`src/rtl/store_retire_buffer.sv`:
```
// Post-retirement store buffer: in-order FIFO of committed stores draining to memory,
// with youngest-match store-to-load forwarding / conflict detection for loads.
module store_retire_buffer #(
   parameter int DEPTH  = 4,
   parameter int ADDR_W = 32,
   parameter int DATA_W = 32
) (
   input  logic                       clock,
   input  logic                       reset,
   input  logic                       in_valid,
   input  logic [ADDR_W-1:0]          in_addr,
   input  logic [DATA_W-1:0]          in_data,
   input  logic [1:0]                 in_size,
   output logic                       in_ready,
   output logic                       mem_req_valid,
   output logic [ADDR_W-1:0]          mem_req_addr,
   output logic [DATA_W-1:0]          mem_req_data,
   output logic [1:0]                 mem_req_size,
   input  logic                       mem_req_ready,
   input  logic [ADDR_W-1:0]          ld_addr,
   output logic                       ld_hit,
   output logic [DATA_W-1:0]          ld_data,
   output logic                       ld_conflict,
   output logic [$clog2(DEPTH):0]     count,
   output logic                       empty
);
   localparam int PTR_W = $clog2(DEPTH);
   localparam int CNT_W = PTR_W + 1;

   logic              valid_reg [DEPTH];
   logic [ADDR_W-1:0] addr_reg  [DEPTH];
   logic [DATA_W-1:0] data_reg  [DEPTH];
   logic [1:0]        size_reg  [DEPTH];

   logic [PTR_W-1:0] head_reg, tail_reg;
   logic [CNT_W-1:0] count_reg, count_next;
   logic             push, pop;

   logic [DEPTH-1:0] overlap;
   logic             fwd_found;
   logic [PTR_W-1:0] fwd_idx, scan_idx;
   logic             ld_addr_unused;

   assign in_ready      = (count_reg < CNT_W'(DEPTH));
   assign empty         = (count_reg == '0);
   assign count         = count_reg;
   assign mem_req_valid = !empty;
   assign mem_req_addr  = addr_reg[head_reg];
   assign mem_req_data  = data_reg[head_reg];
   assign mem_req_size  = size_reg[head_reg];

   assign push = in_valid && in_ready;
   assign pop  = mem_req_valid && mem_req_ready;

   always_comb begin
      count_next = count_reg;
      case ({push, pop})
         2'b10:   count_next = count_reg + 1'b1;
         2'b01:   count_next = count_reg - 1'b1;
         default: count_next = count_reg;
      endcase
   end

   always_ff @(posedge clock) begin
      if (reset) begin
         head_reg  <= '0;
         tail_reg  <= '0;
         count_reg <= '0;
         for (int i = 0; i < DEPTH; i++) valid_reg[i] <= 1'b0;
      end else begin
         count_reg <= count_next;
         if (push) begin
            valid_reg[tail_reg] <= 1'b1;
            addr_reg[tail_reg]  <= in_addr;
            data_reg[tail_reg]  <= in_data;
            size_reg[tail_reg]  <= in_size;
            tail_reg            <= tail_reg + 1'b1;
         end
         // Push and pop never target the same slot: that needs full (push refused) or empty (no pop).
         if (pop) begin
            valid_reg[head_reg] <= 1'b0;
            head_reg            <= head_reg + 1'b1;
         end
      end
   end

   // Word-granular overlap; the low two address bits never affect the match.
   for (genvar gi = 0; gi < DEPTH; gi++) begin : g_overlap
      assign overlap[gi] = valid_reg[gi] &&
                           (addr_reg[gi][ADDR_W-1:2] == ld_addr[ADDR_W-1:2]);
   end
   assign ld_addr_unused = &{1'b0, ld_addr[1:0]};

   // Scan from tail (oldest slot when full) towards tail-1; the last match is the youngest.
   always_comb begin
      fwd_found = 1'b0;
      fwd_idx   = '0;
      scan_idx  = '0;
      for (int k = 0; k < DEPTH; k++) begin
         scan_idx = tail_reg + PTR_W'(k);
         if (overlap[scan_idx]) begin
            fwd_found = 1'b1;
            fwd_idx   = scan_idx;
         end
      end
   end

   assign ld_hit      = fwd_found && size_reg[fwd_idx][1];
   assign ld_conflict = fwd_found && !size_reg[fwd_idx][1];
   assign ld_data     = ld_hit ? data_reg[fwd_idx] : '0;

   always_ff @(posedge clock) begin
      if (!reset) begin
         assert (count_reg <= CNT_W'(DEPTH));
         assert (!(pop && count_reg == '0));
      end
   end
endmodule

```
`config.mk`:
```
export PLATFORM = sky130hd
export DESIGN_NAME = store_retire_buffer
export DESIGN_NICKNAME = d
export VERILOG_FILES = /design/src/rtl/store_retire_buffer.sv
export SDC_FILE = /design/constraint.sdc
export NUM_CORES = 1
export LEC_CHECK = 0
export BUFFER_PORTS_ARGS = -buffer_cell sky130_fd_sc_hd__buf_2
export CAP_MARGIN = 0
export CORE_MARGIN = 2
export CORE_UTILIZATION = 29
export DETAILED_ROUTE_END_ITERATION = 10
export GPL_ROUTABILITY_DRIVEN = 0
export PLACE_DENSITY_LB_ADDON = 0.3
export RECOVER_POWER = 50
export SYNTH_ARGS = -nofsm -noshare
export SYNTH_HDL_FRONTEND = slang
export SYNTH_SLANG_ARGS = --single-unit
```
`constraint.sdc`:
```
create_clock -name clock -period 5.6 [get_ports clock]
set_input_delay 0.56 -clock clock [delete_from_list [all_inputs] [get_ports clock]]
set_output_delay 0.56 -clock clock [all_outputs]
set_load 0.02 [all_outputs]
```
-- Yosys cells after proc, flatten, opt, wreduce, memory -nomap -nowiden
Memories as Yosys holds them, arrays and structs flattened. A register that Yosys moved wholly into a read port is not among the register bits.
Cells that the tools add are included.
- input bits: 102
- logic and storage cells: 76
- output and inout bits: 106
- memories: 4
- register bits: 7
- memory bits (writable): 268
- reduce and logical (&&, ||, !) cells: 14
- multiplexer cells: 38
- add/subtract/negate cells: 6
- magnitude comparators: 5
- eq/ne operators: 6
- memories (memory ; depth ; width ; rd ports ; clocked after memory_dff ; wr ports ; line ; source):
    addr_reg ; 4 ; 32 ; 5 ; 1 ; 1 ; 31 ; logic [ADDR_W-1:0] addr_reg [DEPTH];
    data_reg ; 4 ; 32 ; 2 ; 1 ; 1 ; 32 ; logic [DATA_W-1:0] data_reg [DEPTH];
    size_reg ; 4 ; 2 ; 2 ; 1 ; 1 ; 33 ; logic [1:0] size_reg [DEPTH];
    valid_reg ; 4 ; 1 ; 4 ; 0 ; 4 ; 30 ; logic valid_reg [DEPTH];
- operators with widths (kind ; number):
    $eq 30x30->1 ; 4
    $mux 32 ; 1
    $mux 2 ; 12
    $mux 1 ; 20
    $lt 2x3->1 const B ; 4
    $bmux 1 s2 ; 4
    $logic_and 1x1->1 ; 8
    $pmux 3 s2 ; 1
    $add 2x1->2 const B ; 2
    $add 2x2->2 const B ; 2
    $add 3x1->3 const B ; 1
    $logic_not 3->1 ; 1
    $lt 3x3->1 const B ; 1
    $sub 3x1->3 const B ; 1
    $eq 2x1->1 const B ; 1
    $eq 2x2->1 const B ; 1
    $logic_not 1->1 ; 2
    $reduce_bool 2->1 ; 1
    $reduce_or 1->1 ; 2

-- Depth between registers and ports, before layout
Gate-level depths: netlist of run 1.
An unclocked memory read counts as a cell.
- word-level depth: 12
- mapped depth: 13
- gate-level depth less buffers: 10

-- Least setup slack after synthesis of run 1
OpenSTA, ideal clock, no wires.
- path kind: input to output
- start: input port ld_addr[4]
- end: output port ld_data[0]
- arrival: 3.571 ns
- cell stages on the path: 13
- data required time: 5.040 ns
- path slack: 1.469 ns
- path through: clkbuf_1 > xnor2_1 > nand4_1 > nor4_1 > and2_1 > a22oi_1 > a211oi_2 > mux2i_1 > nand2b_1 > buf_2 > buf_1 > nand2_1 > a311oi_1
- longest elaborated chain between the ends: 11
- elaborated cells between the ends (all ways): 28
- classes of those cells: eq/ne: 4; mux: 17; reduce/logical: 5; memory: 2
- RTL lines (element ; line ; source):
    start: declaration ; 20 ; input logic [ADDR_W-1:0] ld_addr,
    $eq 30x30->1 ; 90 ; (addr_reg[gi][ADDR_W-1:2] == ld_addr[ADDR_W-1:2]);
    $logic_and 1x1->1 ; 89 ; assign overlap[gi] = valid_reg[gi] &&
    $bmux 1 s2 ; 101 ; if (overlap[scan_idx]) begin
    $mux 1 (not written as such) ; 101 ;
    $mux 2 (4 in series) ; 101 ;
    $mem_v2 4x2 ; - ;
    $logic_and 1x1->1 ; 108 ; assign ld_hit = fwd_found && size_reg[fwd_idx][1];
    $mux 32 (*) ; 110 ; assign ld_data = ld_hit ? data_reg[fwd_idx] : '0;
    end: declaration ; 22 ; output logic [DATA_W-1:0] ld_data,
Every way passes the cells marked *; elsewhere a longest branch is shown, timed or not. The select of a mux whose other input is x is not followed.

-- Worst setup path in the final report of run 1
- start: register tail_reg[0]
- end: output port ld_data[0]
- longest elaborated chain between the ends: 9
- elaborated cells between the ends (all ways): 23
- classes of those cells: add/sub: 3; mux: 17; reduce/logical: 1; memory: 2
- RTL lines (element ; line ; source):
    start: declaration ; 35 ; logic [PTR_W-1:0] head_reg, tail_reg;
    start signal: assignment ; 77 ; tail_reg <= tail_reg + 1'b1;
    $add 2x1->2 / $bmux 1 s2 (equally long branches) ; 100, 101 ;
    $bmux 1 s2 / $mux 1 (equally long branches) ; 101 ;
    $mux 1 (not written as such) / $mux 2 (equally long branches) ; 101 ;
    $mux 2 (3 in series) ; 101 ;
    $mem_v2 4x2 ; - ;
    $logic_and 1x1->1 ; 108 ;
    $mux 32 (*) ; 110 ;
Marks and branches as above.

==> metrics.cfg, run 1 <==
[global_route]
grt_usage = 0.163
antenna_found_initial = 5
grt_pass1_vias = 8811
overflow = 0
grt_max_degree = 68
grt_pass1_wl_um = 57600

[timing]
drv_slew = 48
rsz0062_at_grt = no
tns_ns = 0
worst_slew_pin_slew_ns = 2.82
setup_viol = 0
fmax_mhz = 190
skew_ns = 0.0290
period_share = 0.939
period_needed_ns = 5.26
hold_viol = 0
slew_headroom = -0.879

[synth]
ys.flop_type = edfxtp_1
synth_area_mm2 = 0.0136
synth_cell_type_count = 49
synth_warnings = 0
synth_area_leader_cell = edfxtp_1
synth_nets = 1008
synth.most_common_cell = edfxtp_1
synthArstFlopShare = 0
avgSynthCellArea_um2 = 15.1
ys_seq_elements = 277
synth_cells = 896
synth_enable_flop_cells = 264
synth_commonest_cells = edfxtp_1 (264), xnor2_1 (120), nand2_1 (76)
ys_seq_area_frac = 0.604
yosysTopAreaCellShare = 0.585
synth_area_leaders = edfxtp_1 (58%), mux4_2 (11%), xnor2_1 (7.8%)

[clock_tree]
cts_buffer_depth = 3
cts_resized = 0
cts_hold_buffers = 0
clkSinkCount = 277
post_cts_buffers = 0
clk_pin_slew_ns = 0.05
cts_tree = done
clockRootBuffer = clkbuf_16
clock_latency_ns = 0.56
cts_made_buffers = 36
htreeDepth = 2

[pwr]
power_density_mw_per_mm2 = 387
pwr-share-seq = 0.413
clockPowerShare = 0.337
irDropWorstVdd_mv = 0.209
p_leak_nw = 5.05
p_comb_frac = 0.250
power_w = 0.00626
netSwitchingPower_w = 0.00196
netSwitchingFraction = 0.313
p_int_w = 0.00430

[run_status]
run_status = complete, but fails checks
violations = capacitance limit, slew limit

[drt]
ant_nets = 0
wire_per_inst_um = 23.1
drc = 0
firstDrtPassIters = 5
wl_um = 39600
dr_total_vias = 8612
dr.first_iter.drc_count = 767
vias_per_cell = 5.02

[floorplanning]
start_util = 0.292
dieArea_mm2 = 0.0485
die_x_um = 220
ios = 208
num_rows = 79
fp.coreArea_mm2 = 0.0464
die_y_um = 220

[worst_setup_path]
path_class = flip-flop to primary output
cp.arrival_ns = 4.70
crit_fanout = 67
cp-start-kind = flip-flop
worst_setup_path_end_kind = primary output
critPathRequiredTime_ns = 5.04

[min_path]
hp-class = input pin to flip-flop

[placed_design]
dpl.hpwl_um = 27100
io_buffers = 205

[final_layout]
fin_nets = 1192
syn_to_final_growth_pct = 19.3
drive_gt1_frac = 0.277

[job]
drv_cap = 1

## worst max-delay path: stages (launching register included)
cell and delay [ns]:
dfxtp_1 0.70, inv_1 0.39, ha_1 0.51, nor2_1 0.09, a2bb2o_1 0.32, a311oi_2 0.30
mux2i_4 0.35, buf_4 0.66, and2_1 0.22, a211oi_1 0.05, a311oi_1 0.30, buf_2 0.23
## per-layer routing
metal  vias up  part of all wire  GRT usage
met1      4398              0.43      0.213
li1       3889                 -          -
met5         -           0.00098          0
met4         6             0.020     0.0436
met3        59             0.055     0.0346
met2       260              0.49      0.273
## worst paths after layout
path | startpoint | end | slack [ns] | depth (start not counted)
min | in_addr[22] | addr_reg[0][22]$_DFFE_PP_ | 0.26 | 1
min reg2reg | valid_reg[0]$_SDFFE_PP0P_ | valid_reg[0]$_SDFFE_PP0P_ | 0.52 | 2
max | tail_reg[0]$_SDFFE_PP0P_ | ld_data[0] | 0.34 | 11
max reg2reg | count[2]$_SDFFE_PP0P_ | data_reg[1][2]$_DFFE_PP_ | 1.40 | 3
## cell usage in the layout, fill, tap and decap left out, types with 6 or more instances in the layout
cell type and count:
edfxtp_1 264, buf_2 133, xnor2_1 120, clkbuf_1 83
nand2_1 76, mux4_2 66, nand4_1 57, clkbuf_16 37
a311oi_2 28, nor2_1 22, a21oi_1 21, and2_1 20
a211oi_1 20, nand3_1 15, nor4_1 14, a21boi_0 13
inv_1 12, dfxtp_1 11, buf_4 10, ha_1 9
clkinv_1 7, mux2i_1 6
## kinds of logic after synthesis
kind of cell | after synthesis | share of synthesized area
AOI/OAI and AO/OA | 106 | 0.0731
muxes | 76 | 0.118
buffers and inverters | 84 | 0.0301
DFF | 277 | 0.604
xor gates and xnor gates | 125 | 0.0824
adders and majority gates | 10 | 0.00979
and+or+nand+nor | 218 | 0.0821
## power groups by stage
| stage | clock (W) | sequential (W) | combinational (W) |
|---|---|---|---|
| finish | 0.00211 | 0.00259 | 0.00157 |
| global route | 0.00224 | 0.00261 | 0.00167 |
| CTS | 0.00217 | 0.00259 | 0.00161 |
| detailed placement | 0 | 0.00263 | 0.00160 |
| global placement | 0 | 0.00263 | 0.00160 |
| floorplan | 0 | 0.00254 | 0.00112 |
## metrics by stage
step / std cells / setup slack (ns) / hold WS (ns) / instance area (um^2) / utilization
6_report: 1715 / 0.339 / 0.260 / 16200 / 0.349
5_1_grt: 1713 / 0.0245 / 0.261 / 16200 / 0.349
4_1_cts: 1713 / 0.328 / 0.184 / 16300 / 0.351
3_5_place_dp: 1649 / 0.751 / 0.509 / 15200 / 0.327
3_3_place_gp: 1649 / 0.747 / 0.490 / 15200 / 0.327
2_1_floorplan: 896 / 1.47 / 0.451 / 13600 / -
## cell type report
cell class	instances	area, um^2
fillers	4484	30200
flip-flops and latches	277	8200
multi-input cells	535	5000
repair buffers	218	1070
clock buffers	49	981
well taps	607	759
clock inverters	15	109
inverters	12	45.0
diodes	2	5.00
Power figures use the tool's default switching activity.
==> inputs of run 2 (changes only) <==
Settings changed: ABC_AREA from default to 1, CAP_MARGIN 0 to default, SETUP_SLACK_MARGIN from default to 0.15.
==> run 2 against run 1 <==
The run still ends with capacitance limit, slew limit left. Via count rose by 39%. First-iteration DRC count fell by 4.7%. Routed wire length rose by 16%. Count of clock-buffer cells in the layout fell by 6. Synthesized cell count rose by 91%. Critical path depth rose by 8. Flip-flop and latch count did not move. Critical path type unchanged. Critical endpoint unchanged.
==> metrics.cfg, run 2 <==
[global_route]
grt_max_degree = 78  ; +15%
grt_usage = 0.172  ; +0.00926
antenna_found_initial = 10  ; +5
grt_pass1_vias = 11600  ; +32%
overflow = 0  ; unchanged
grt_pass1_wl_um = 68300  ; +19%

[timing]
worst_slew_pin_slew_ns = 2.40  ; -0.418 ns
tns_ns = 0  ; unchanged
period_needed_ns = 4.51  ; -0.750 ns
drv_slew = 31  ; -35%
rsz0062_at_grt = no
slew_headroom = -0.601  ; +0.278
fmax_mhz = 222  ; +17%
hold_viol = 0  ; unchanged
setup_ws_ns = 1.09  ; +0.750 ns
period_share = 0.805  ; -0.134
setup_viol = 0  ; unchanged
skew_ns = 0.0171  ; -0.0119 ns

[synth]
ys.flop_type = edfxtp_1
synth_area_leaders = edfxtp_1 (54%), nand2_1 (9.9%), inv_1 (7.4%)
synth_cell_type_count = 30  ; -39%
synthArstFlopShare = 0  ; unchanged
synth.most_common_cell = nand2_1
avgSynthCellArea_um2 = 8.59  ; -43%
yosysTopAreaCellShare = 0.538  ; -0.0469
synth_area_mm2 = 0.0147  ; +8.7%
synth_area_leader_cell = edfxtp_1
synth_commonest_cells = nand2_1 (387), inv_1 (289), edfxtp_1 (264)
ys_seq_area_frac = 0.556  ; -0.0484
synth_nets = 1827  ; +81%
synth_warnings = 0  ; unchanged
synth_cells = 1715  ; +91%
ys_seq_elements = 277  ; unchanged
synth_enable_flop_cells = 264  ; unchanged

[worst_setup_path]
crit_fanout = 33  ; -51%
path_common_cell = nand2_1
worst_setup_path_end_kind = primary output
crit_chain = xnor2_1 > nand2_1 > nor2_1 > nand2_1 > nor2_2 > nand3_1 > nand2_1 > nand2_1 > nand2_1 > nand3_1 > nand2_1 > nand2_1 > nand2_2 > buf_4 > nand3_1 > nand3_2 > buf_4 > nor2_1 > buf_2
path_buf_inv = 3  ; unchanged
rr_worst_depth = 5  ; +2
cp.arrival_ns = 3.95  ; -0.75 ns
path_class = flip-flop to primary output
cp_slowest_cell = buf_4
critPathRequiredTime_ns = 5.04  ; about the same
cp-start-kind = flip-flop
cp.depth = 19  ; +8
slowest_delay_ns = 0.48  ; -0.22 ns
cp_top_family = simple AND/OR/NAND/NOR gates

[final_layout]
fin_nets = 2008  ; +68%
drive_gt1_frac = 0.143  ; -0.134
nFillCells = 5168  ; +15%
final_common_cell = nand2_1
syn_to_final_growth_pct = 18.0
layout_common_cells = nand2_1 (387), inv_1 (288), edfxtp_1 (264), nand3_1 (144), a21oi_1 (143)

[run_status]
run_status = complete, but fails checks
violations = capacitance limit, slew limit

[clock_tree]
cts_resized = 0  ; unchanged
htreeDepth = 2  ; unchanged
clockRootBuffer = clkbuf_16
post_cts_buffers = 0  ; unchanged
clkSinkCount = 277  ; unchanged
clock_latency_ns = 0.54  ; -0.02 ns
cts_tree = done
clk_pin_slew_ns = 0.06  ; about the same
cts_made_buffers = 34  ; -5.6%
cts_buffer_depth = 3  ; unchanged
cts_hold_buffers = 0  ; unchanged

[min_path]
hp-class = input pin to flip-flop
holdPathStages = 1  ; unchanged

[pwr]
irDropWorstVdd_mv = 0.271  ; +30%
p_leak_nw = 7.69  ; +52%
power_density_mw_per_mm2 = 386  ; -0.38%
clockPowerShare = 0.319  ; -0.018
netSwitchingFraction = 0.364  ; +0.0507
pwr-share-seq = 0.378  ; -0.035
netSwitchingPower_w = 0.00244  ; +24%
p_comb_frac = 0.304  ; +0.054
p_int_w = 0.00426  ; -0.81%

[drt]
drc = 0  ; unchanged
dr.first_iter.drc_count = 731  ; -4.7%
wire_per_inst_um = 17.6  ; -24%
ant_nets = 0  ; unchanged
met2_length_um = 20800  ; +6.4%
top_layer = met5
drt-met1-wl_um = 20000  ; +17%
vias_per_cell = 4.60  ; -8.3%
dr_wl_met3_um = 2970  ; +37%
dr_total_vias = 12000  ; +39%
wl_um = 45900  ; +16%
firstDrtPassIters = 5  ; unchanged

[floorplanning]
ios = 208  ; unchanged
num_rows = 82  ; +3.8%
fp.coreArea_mm2 = 0.0502  ; +8.2%
die_y_um = 229  ; +4.2%
dieArea_mm2 = 0.0526  ; +8.6%
start_util = 0.294  ; +0.00132
die_x_um = 229  ; +4.2%

[placed_design]
dpl.hpwl_um = 30300  ; +12%
place_ws_ns = 1.29  ; +0.542 ns
io_buffers = 205  ; unchanged

[job]
drv_cap = 1  ; unchanged

## run 2: area by class of cell
| cell class | count | area (um^2) | share of cell area |
|---|---|---|---|
| timing repair buffer | 222 | 1080 | 0.0624 |
| inverter | 329 | 1240 | 0.0713 |
| clock buffer | 43 | 885 | 0.0509 |
| tap | 672 | 841 | 0.0484 |
| sequential | 277 | 8190 | 0.471 |
| clock inverter | 19 | 190 | 0.0109 |
| multi-input combinational | 1032 | 4930 | 0.284 |
| antenna | 7 | 17.5 | 0.00101 |
## run 2: kinds of logic after synthesis
family / count (synthesis) / synth area share
compound gates: 276 / 0.0960
simple gates: 707 / 0.206
flops: 277 / 0.556
fa+ha+maj: 10 / 0.00900
buf+inv: 406 / 0.111
xor+xnor: 39 / 0.0232
## run 2: worst paths after layout
path,startpoint,end,slack (ns)
worst min register to register,valid_reg[3]$_SDFFE_PP0P_,valid_reg[3]$_SDFFE_PP0P_,0.53
worst max-delay path,addr_reg[2][21]$_DFFE_PP_,ld_data[0],1.09
worst min-delay path,in_data[21],data_reg[0][21]$_DFFE_PP_,0.27
worst max register to register,tail_reg[0]$_SDFFE_PP0P_,data_reg[2][17]$_DFFE_PP_,2.28
## run 2: stage by stage
step           cell area (um^2)  hold WS (ns)  power, W   util  std cells
2_1_floorplan             14700         0.484   0.00384      -       1715
3_3_place_gp              16400         0.511   0.00460  0.327       2532
3_5_place_dp              16400         0.511   0.00463  0.327       2532
4_1_cts                   17500         0.190   0.00680  0.348       2594
5_1_grt                   17400         0.257   0.00705  0.346       2598
6_report                  17400         0.274   0.00670  0.346       2601
## run 2: layer usage
| layer | track usage | vias up |
|---|---|---|
| li1 | - | 5914 |
| met2 | 0.274 | 346 |
| met4 | 0.0810 | 6 |
| met1 | 0.219 | 5604 |
| met3 | 0.0411 | 107 |
| met5 | 0 | - |
## run 2: power by group through the flow
stage	combinational (W)	clock (W)	sequential (W)
6_report	0.00203	0.00214	0.00253
5_1_grt	0.00223	0.00227	0.00255
4_1_cts	0.00207	0.00220	0.00253
3_5_place_dp	0.00206	0	0.00258
3_3_place_gp	0.00203	0	0.00257
2_1_floorplan	0.00130	0	0.00253
==> inputs of run 3 (changes only) <==
Clock period 5.6 ns to 3.62 ns, I/O delays scaled along.
==> run 3 against run 2 <==
Largest cell class unchanged. Critical path type unchanged. The flow finishes with violations (capacitance limit, slew limit, setup timing). Via count rose by 2.8%. Global-route usage rose by 0.28 points. Clock skew fell by 0.0031 ns. Flip-flop and latch count did not move. Routed wire length rose by 3.2%.
==> metrics.cfg, run 3 (synthesized netlist as in run 2, its figures left out) <==
[global_route]
overflow = 0  ; unchanged
grt-busiest-layer = met2
grt_max_degree = 56  ; -28%
use_met3 = 0.0395  ; -0.00162
grt_usage = 0.175  ; +0.00278
met1_usage = 0.228  ; +0.00866
grt_pass1_vias = 11900  ; +2.6%
grt_util_met2 = 0.285  ; +0.0105
grt_pass1_wl_um = 69700  ; +2.0%
antenna_found_initial = 9  ; -1

[timing]
hold_viol = 0  ; unchanged
drv_slew = 34  ; +9.7%
slew_headroom = -0.0295  ; +0.571
rsz0062_at_grt = yes
tns_ns = -3.18  ; -3.18 ns
period_share = 1.04
setup_ws_ns = -0.143  ; -1.23 ns
setup_viol = 31  ; +31
period_needed_ns = 3.76
skew_ns = 0.0140  ; -0.00306 ns
worst_slew_pin_slew_ns = 1.54  ; -0.863 ns
fmax_mhz = 266

[clock_tree]
clkSinkCount = 277  ; unchanged
cts_made_buffers = 34  ; unchanged
clk_pin_slew_ns = 0.06  ; about the same
cts_buffer_depth = 3  ; unchanged
clock_latency_ns = 0.55  ; about the same
htreeDepth = 2  ; unchanged
cts_tree = done
clockRootBuffer = clkbuf_16

[drt]
vias_per_cell = 4.65  ; +0.99%
drc = 0  ; unchanged
wire_per_inst_um = 17.9  ; +1.4%
dr_total_vias = 12300  ; +2.8%
firstDrtPassIters = 5  ; unchanged
ant_nets = 0  ; unchanged
dr.first_iter.drc_count = 842  ; +15%
wl_um = 47300  ; +3.2%

[final_layout]
nFillCells = 5042  ; -2.4%
layout_common_cells = nand2_1 (381), inv_1 (286), edfxtp_1 (264), a21oi_1 (143), nand3_1 (140)
design_area_mm2 = 0.0185  ; +6.4%
utilization = 0.369  ; +0.0222
fin_nets = 2054  ; +2.3%
syn_to_final_growth_pct = 25.5
drive_gt1_frac = 0.180  ; +0.0368
final_common_cell = nand2_1

[worst_setup_path]
cp_slowest_cell = edfxtp_1
critPathRequiredTime_ns = 3.26  ; -1.78 ns
worst_setup_path_end_kind = primary output
path_class = flip-flop to primary output
path_buf_inv = 4  ; +1
cp_top_family = simple AND/OR/NAND/NOR gates
cp-start-kind = flip-flop
slowest_delay_ns = 0.43  ; -0.05 ns
crit_fanout = 8  ; -76%
cp.arrival_ns = 3.40  ; -0.55 ns
crit_chain = xnor2_2 > nand2_1 > nor2_2 > nand2_1 > nor2_2 > nand3_1 > nand2_2 > nand2_1 > nand2_2 > nand2_4 > nand3_4 > buf_6 > nand3_2 > nand3_2 > nand3_4 > buf_12 > clkbuf_16 > nor2_2 > buf_6

[floorplanning]
die_y_um = 229  ; unchanged
ios = 208  ; unchanged
fp.coreArea_mm2 = 0.0502  ; unchanged
dieArea_mm2 = 0.0526  ; unchanged
num_rows = 82  ; unchanged
start_util = 0.294  ; unchanged
die_x_um = 229  ; unchanged

[pwr]
irDropWorstVdd_mv = 0.438  ; +61%
p_leak_nw = 8.07  ; +5.0%
power_density_mw_per_mm2 = 560  ; +45%
power_w = 0.0104  ; +55%

[job]
drv_cap = 2  ; +1

[placed_design]
io_buffers = 205  ; unchanged
dpl.hpwl_um = 31500  ; +4.0%
place_ws_ns = 0.255  ; -1.04 ns
placed_area_mm2 = 0.0167  ; +1.6%

[min_path]
hp-class = input pin to flip-flop

[run_status]
run_status = complete, but fails checks
violations = capacitance limit, slew limit, setup timing

run 3: cell count changes in the layout (fill, tap and decap cells not counted), moves of 10 or more:
cell / before / now
dlygate4sd3_1: 0 / 15
buf_2: 133 / 101
xnor2_1: 35 / 25
buf_4: 14 / 34
buf_6: 0 / 23
nor2_1: 110 / 85
buf_12: 2 / 14
nor2_4: 2 / 21
xnor2_2: 0 / 10
run 3: where the power goes:
part / internal (W) / switching [W] / leakage, nW / total, W
sequential: 0.00374 / 0.000151 / 2.50 / 0.00389
combinational: 0.000959 / 0.00233 / 5.07 / 0.00329
clock: 0.00181 / 0.00136 / 0.496 / 0.00317
total: 0.00651 / 0.00385 / 8.07 / 0.0104
run 3: what timing repair did:
action                                  CTS  global route
gates cloned                              2             3
endpoints found under the hold margin    59             0
setup buffers                             3             4
gates resized for setup                  57            82
hold buffers                             15             0
endpoints found under the setup margin   34            34
pin swaps                                 6            12
run 3: final timing paths:
kind	startpoint	end	depth (start not counted)	slack, ns
min reg2reg	valid_reg[3]$_SDFFE_PP0P_	valid_reg[3]$_SDFFE_PP0P_	2	0.54
max reg2reg	tail_reg[0]$_SDFFE_PP0P_	data_reg[2][23]$_DFFE_PP_	6	0.64
min	in_addr[12]	addr_reg[0][12]$_DFFE_PP_	1	0.07
max	addr_reg[3][30]$_DFFE_PP_	ld_data[16]	19	-0.14
run 3: routing by layer:
metal  up-vias  part of all wire
met4         4             0.032
met3        86             0.063
met5         -           0.00063
met1      5855              0.44
met2       339              0.46
li1       6026                 -
run 3: area by class of cell:
| type | instances | area, um^2 | share of cell area |
|---|---|---|---|
| clock inverter | 21 | 148 | 0.00798 |
| multi-input combinational | 1032 | 5240 | 0.284 |
| antenna | 7 | 17.5 | 0.000947 |
| tap | 672 | 841 | 0.0455 |
| inverter | 329 | 1250 | 0.0674 |
| sequential | 277 | 8190 | 0.443 |
| clock buffer | 41 | 877 | 0.0474 |
| timing repair buffer | 268 | 1930 | 0.104 |
run 3: stage by stage:
| step | hold WS, ns | instances |
|---|---|---|
| after global routing | 0.0714 | 2643 |
| after floorplan | 0.434 | 1715 |
| after global placement | 0.510 | 2551 |
| after CTS | 0.0000833 | 2633 |
| final | 0.0745 | 2647 |
| after detailed placement | 0.520 | 2551 |
